### src/rtl/ysyx_22040365_ifu.sv
// Non-pipelined instruction fetch unit: one outstanding imem request, delivers the fetched
// word and its PC to decode over a valid/ready channel and accepts PC redirects.
module ysyx_22040365_ifu #(
  parameter int unsigned       PC_W     = 64,
  parameter logic [PC_W-1:0]   RESET_PC = PC_W'(64'h0000_0000_8000_0000)
) (
  input  logic            clk,
  input  logic            rst_n,
  output logic            imem_req_valid_o,
  input  logic            imem_req_ready_i,
  output logic [PC_W-1:0] imem_req_addr_o,
  input  logic            imem_rsp_valid_i,
  input  logic [31:0]     imem_rsp_data_i,
  input  logic            imem_rsp_err_i,
  output logic            inst_valid_o,
  input  logic            inst_ready_i,
  output logic [31:0]     inst_o,
  output logic [PC_W-1:0] inst_pc_o,
  output logic            inst_fault_o,
  input  logic            redirect_valid_i,
  input  logic [PC_W-1:0] redirect_pc_i,
  output logic [63:0]     fetch_cnt_o
);

  localparam logic [31:0] InstNop = 32'h0000_0013;

  typedef enum logic [1:0] {StIdle, StReq, StWait, StHold} state_e;

  state_e          state_q, state_d;
  logic [PC_W-1:0] pc_q, pc_d;
  logic            drop_q, drop_d;
  logic [31:0]     inst_q, inst_d;
  logic [PC_W-1:0] inst_pc_q, inst_pc_d;
  logic            inst_fault_q, inst_fault_d;
  logic [63:0]     fetch_cnt_q, fetch_cnt_d;
  logic [PC_W-1:0] redirect_target;

  assign redirect_target = {redirect_pc_i[PC_W-1:2], 2'b00};

  always_comb begin
    state_d      = state_q;
    pc_d         = pc_q;
    drop_d       = drop_q;
    inst_d       = inst_q;
    inst_pc_d    = inst_pc_q;
    inst_fault_d = inst_fault_q;
    fetch_cnt_d  = fetch_cnt_q;
    unique case (state_q)
      StIdle: state_d = StReq;
      StReq: begin
        if (redirect_valid_i) pc_d = redirect_target;
        if (imem_req_ready_i) begin
          state_d = StWait;
          // The accepted request is for the old pc; its response must be discarded.
          drop_d  = redirect_valid_i;
        end
      end
      StWait: begin
        if (imem_rsp_valid_i) begin
          if (redirect_valid_i) begin
            pc_d    = redirect_target;
            drop_d  = 1'b0;
            state_d = StReq;
          end else if (drop_q) begin
            drop_d  = 1'b0;
            state_d = StReq;
          end else begin
            inst_d       = imem_rsp_err_i ? InstNop : imem_rsp_data_i;
            inst_pc_d    = pc_q;
            inst_fault_d = imem_rsp_err_i;
            state_d      = StHold;
          end
        end else if (redirect_valid_i) begin
          pc_d   = redirect_target;
          drop_d = 1'b1;
        end
      end
      StHold: begin
        if (redirect_valid_i) begin
          pc_d    = redirect_target;
          state_d = StReq;
        end else if (inst_ready_i) begin
          pc_d        = pc_q + PC_W'(4);
          fetch_cnt_d = fetch_cnt_q + 64'd1;
          state_d     = StReq;
        end
      end
      default: state_d = StIdle;
    endcase
  end

  always_ff @(posedge clk or negedge rst_n) begin
    if (!rst_n) begin
      state_q      <= StIdle;
      pc_q         <= RESET_PC;
      drop_q       <= 1'b0;
      inst_q       <= '0;
      inst_pc_q    <= '0;
      inst_fault_q <= 1'b0;
      fetch_cnt_q  <= '0;
    end else begin
      state_q      <= state_d;
      pc_q         <= pc_d;
      drop_q       <= drop_d;
      inst_q       <= inst_d;
      inst_pc_q    <= inst_pc_d;
      inst_fault_q <= inst_fault_d;
      fetch_cnt_q  <= fetch_cnt_d;
    end
  end

  assign imem_req_valid_o = (state_q == StReq);
  assign imem_req_addr_o  = pc_q;
  assign inst_valid_o     = (state_q == StHold);
  assign inst_o           = inst_q;
  assign inst_pc_o        = inst_pc_q;
  assign inst_fault_o     = inst_fault_q;
  assign fetch_cnt_o      = fetch_cnt_q;

endmodule

### config.mk
export PLATFORM = sky130hd
export DESIGN_NAME = ysyx_22040365_ifu
export DESIGN_NICKNAME = d
export VERILOG_FILES = /design/src/rtl/ysyx_22040365_ifu.sv
export SDC_FILE = /design/constraint.sdc
export NUM_CORES = 1
export LEC_CHECK = 0
export ABC_CLOCK_PERIOD_IN_PS = 2100
export CAP_MARGIN = 20
export CORE_ASPECT_RATIO = 1.4
export CORE_MARGIN = 1
export CORE_UTILIZATION = 43
export CTS_BUF_LIST = sky130_fd_sc_hd__clkbuf_16
export CTS_CLUSTER_DIAMETER = 150
export DETAILED_ROUTE_END_ITERATION = 10
export GPL_ROUTABILITY_DRIVEN = 0
export PLACE_DENSITY = 0.81
export REMOVE_ABC_BUFFERS = 1
export SLEW_MARGIN = 20
export SYNTH_ARGS = -nofsm -noshare
export SYNTH_HDL_FRONTEND = slang
export SYNTH_SLANG_ARGS = --single-unit
### constraint.sdc
create_clock -name clk -period 2.1 [get_ports clk]
set_input_delay 0.42 -clock clk [delete_from_list [all_inputs] [get_ports clk]]
set_output_delay 0.42 -clock clk [all_outputs]
set_load 0.02 [all_outputs]
======== Yosys cells after proc, flatten, opt, wreduce, memory -nomap -nowiden ========
Cells that the tools add are included.
word-level totals
  flip-flop bits (word level) ............. 228
  bits of input ports ..................... 103
  word-level logic and storage cells ...... 44
cells by class
  $add $sub $neg .......................... 2
  equal/unequal tests ..................... 8
  mux-type cells .......................... 16
  bitwise logic cells ..................... 2
  reduce and logical (&&, ||, !) cells .... 9
operators by type and width
  kind                     number
  $mux W64                 3
  $pmux W64 S2             1
  $add A64 B1 Y64 const B  1
  $add A64 B3 Y64 const B  1
  $mux W32                 1
  $mux W2                  6
  $reduce_and A3 Y1        4
  $pmux W2 S4              1
  $eq A2 B2 Y1 const B     2
  $ne A2 B1 Y1 const B     2
  $reduce_and A4 Y1        1
  $reduce_bool A2 Y1       2
  $mux W1                  3
  $ne A3 B1 Y1 const B     1
  $ne A3 B3 Y1 const B     1
  $eq A2 B1 Y1 const B     1
  $logic_not A2 Y1         1
  $ne A2 B2 Y1 const B     1
  $not A1 Y1               2
  $pmux W1 S2              1
  $reduce_or A2 Y1         1

======== Longest topological paths before layout ========
Gate-level depths: netlist (run 1).
  word-level depth ........................ 4
  gate-level depth with buffers ........... 9

======== Worst setup path before layout (run 1) ========
No wires, ideal clock.
  kind .................................... register -> register
  start ................................... register state_q[0]
  end ..................................... register fetch_cnt_q[59], in the netlist fetch_cnt_o[59]
  setup time .............................. 129 ps
  data arrival time ....................... 2132 ps
  setup slack ............................. -161 ps
  stages on the path, launching flop included .. 9
  path through ............................ dfrtp_1 ha_1 and4b_1 and4_1 nor2b_1 and3_1 buf_2 nand4_1 xnor2_1
between the ends
  cells in the longest elaborated chain, start to end .. 2
RTL lines
  what                         line  RTL
  start, declared              29    state_e state_q, state_d;
  start signal, assigned       94    state_q <= StIdle;
  start signal, assigned       102   state_q <= state_d;
  $eq A2 B2 Y1                 -
  net inst_valid_o             15    output logic inst_valid_o,
  $reduce_and A3 Y1 (no line)  -
  end signal, assigned         108   fetch_cnt_q <= fetch_cnt_d;
  end, declared                35    logic [63:0] fetch_cnt_q, fetch_cnt_d;
The timed path passes the listed nets, and every way through them passes these cells.
A chain may end at the register's enable or synchronous reset.

======== Final worst setup path (run 1) ========
  start ................................... register pc_q[12], in the netlist imem_req_addr_o[12]
  end ..................................... output port imem_req_addr_o[12]
RTL lines
  what                    line  RTL
  start, declared         30    logic [PC_W-1:0] pc_q, pc_d;
  start signal, assigned  103   pc_q <= pc_d;
  end, declared           11    output logic [PC_W-1:0] imem_req_addr_o,
No word-level cell between the ends.

==> results of run 1 <==
## through the flow
| step | hold WS [ns] | area (um2) |
|---|---|---|
| 2_1_floorplan | 0.124 | 10600 |
| 3_3_place_gp | 0.312 | 15500 |
| 3_5_place_dp | 0.316 | 15500 |
| 4_1_cts | 0.363 | 16200 |
| 5_1_grt | 0.389 | 16300 |
| 6_report | 0.368 | 16300 |
## report_power, final
group          switching, uW  leakage (uW)  internal, uW
logic                   5810       0.00395          5230
clock network           1620      0.000320          1950
registers                977       0.00285          5790
## worst max path at each step
| stage | to | cells after the start | slack [ns] |
|---|---|---|---|
| 2_1_floorplan | imem_req_addr_o[56] | 6 | -3.26 |
| 3_3_place_gp | fetch_cnt_o[63] | 8 | -0.30 |
| 3_5_place_dp | fetch_cnt_o[63] | 8 | -0.32 |
| 4_1_cts | imem_req_addr_o[7] | 2 | 0.0001 |
| 5_1_grt | imem_req_addr_o[61] | 7 | -0.07 |
| 6_report | imem_req_addr_o[12] | 2 | 0.008 |
## final cells by class
cell class,count,area [um2]
Fill cell,1961,8350
Tap cell,315,394
Inverter,14,52.6
Clock inverter,10,46.3
Clock buffer,23,576
Multi-Input combinational cell,789,5050
Sequential cell,224,5610
Timing Repair Buffer,471,4590
## cell usage in the layout (no fill, tap or decap), drive strengths merged, types with 25 or more instances in the layout
cell,count
and3,25
a21oi,66
nand3,62
mux2,58
buf,148
nor2,71
o21ai,73
nor3,32
nand2b,35
xnor2,55
nand4,28
nand2,119
dfrtp,223
clkdlybuf4s50,294
## flip-flops by register name (all words and copies together) (netlist names)
name and cells:
fetch_cnt_o 64, imem_req_addr_o 62, inst_pc_o 62, inst_o 32, state_q 2, drop_q 1
inst_fault_o 1
## kinds of logic (layout without fill, tap and decap cells)
kind of cell,after synthesis,count (layout),synth area share (%)
compound gates,220,220,12.2
xor+xnor,63,63,5.09
fa+ha+maj,6,6,0.692
buf+inv,74,518,2.76
flops,224,224,51.7
mux,60,60,6.21
other cells,1,4,0.0346
simple gates,436,436,21.3
## metal layers
metal	part of all wire [%]	vias up	GRT usage [%]	routed length [um]
met2	51	442	48.5	18000
met3	8.4	99	6.55	2950
met1	36	4980	28.8	12500
met5	0	-	0	0
li1	-	4740	-	-
met4	4.4	0	12.2	1520
## critical path, stage by stage (launching register included)
cell and delay [ns]:
dfrtp_1 0.40, buf_4 0.16, clkdlybuf4s50_1 0.60
## repair_timing
| action | CTS | global route |
|---|---|---|
| resized for setup | 14 | 37 |
| pin swaps | 0 | 9 |
| hold buffers | 1 | 0 |
| buffers inserted | 0 | 6 |
| cloned | 0 | 0 |
| endpoints found under the hold margin | 33 | 0 |
| endpoints found under the setup margin | 18 | 60 |
==> impl_metrics.toml, run 1 <==
[drt]
dr.pass1.iters = 6
drt_iter0_drc = 506
via_count = 10300
via_per_inst = 5.56
ant_nets = 0
avgRoutedWirePerCell_um = 19.0
drc_errors = 0
postRouteWirelength_mm = 35.0

[sta]
rsz0062_at_grt = "true"
worst_pin_slew_ns = 0.580
finalMaxSlewViolations = 0
slew_headroom_pct = 61.0
hold_violations = 0
finalSetupViolations = 0
final.period_utilization_pct = 99.6
clock_skew_ns = 0.0242
setup_slack_ns = 0.00805
period_minus_slack_ns = 2.09
fmax_mhz = 478
setup_tns_ns = 0

[final_layout]
diodes = 0
final_core_util_pct = 66.2
nNetsFinal = 1631
fin_cells = 1846
drive_gt1_share_pct = 18.1
synthToLayoutAreaGrowth_pct = 50.5

[synth]
synth-edff-count = 0
ys.flop_type = "dfrtp_1"
yosysSeqAreaShare_pct = 51.7
synth_cell_type_count = 65
synthArstFlopShare_pct = 100
ys_ff_latch = 224
synth_top_cells_by_area = "dfrtp_1 51%, mux2_2 6.0%, xnor2_1 4.4%, nand2_1 4.0%, o21ai_0 3.4%"
syn_inst = 1084
syn_avg_cell_area_um2 = 10.0
synthTopCellsByCount = "223 x dfrtp_1, 117 x nand2_1, 73 x o21ai_0"
yosys_warnings = 0
synth_most_common_cell = "dfrtp_1"
synth_top_area_share_pct = 51.4
yosysTopAreaCell = "dfrtp_1"
syn_area_mm2 = 0.0108

[cts]
cts_sinks = 224
root_buffer = "clkbuf_16"
clk_pin_slew_ns = 0.06
cts_tree = "done"
cts_buffers = 22
cts_htree_levels = 1
clock_path_buffers = 3
clock_latency_ns = 0.52

[grt]
antenna_found_initial = 1
grt_max_degree = 74
grt_usage_pct = 26.7
grt_pass1_wl_mm = 54.0
first_global_vias = 10400
grt-ovfl-total = 0

[pwr]
power_uw = 21400
p_leak_uw = 0.00712
vdd_drop_max_uv = 1180
p_per_area_mw_per_mm2 = 1310

[critical_path]
critical_path_class = "register to primary output"
cp_data_required_time_ns = 1.68
r2r_start = "imem_req_addr_o[25]"
crit_path_start = "imem_req_addr_o[12]"
end_kind = "primary output"
regToRegEndpoint = "imem_req_addr_o[51]"
arrival_ns = 1.67
worstRegToRegCells = 7
start_kind = "register"
crit_path_max_fanout = 5
reg2reg_setup_slack_ns = 0.06

[die]
initial_core_util_pct = 44.0
rows = 68
coreArea_mm2 = 0.0247
die_area_mm2 = 0.0259
die_h_um = 190
die_x_um = 136
ios = 330

[placement]
dp_hpwl_mm = 26.2
dpl_worst_slack_ns = -0.324
placed_cells = 1806
io_buffers = 323

[flow_run]
maxCapViolCount = 0

[hold_path]
hold_class = "input port to asynchronous set/reset pin"

[run_status]
outcome = "completed"
No activity file was read; power rests on OpenSTA's default activity.
==> run 2: changes to the inputs <==
--- a/config.mk
+++ b/config.mk
@@ -6,7 +6,7 @@
 export NUM_CORES = 1
 export LEC_CHECK = 0
 export ABC_CLOCK_PERIOD_IN_PS = 2100
-export CAP_MARGIN = 20
+export CAP_MARGIN = 30
 export CORE_ASPECT_RATIO = 1.4
 export CORE_MARGIN = 1
 export CORE_UTILIZATION = 43
==> results of run 2 <==
The final DEF is identical to that of run 1; final timing and power are the same.
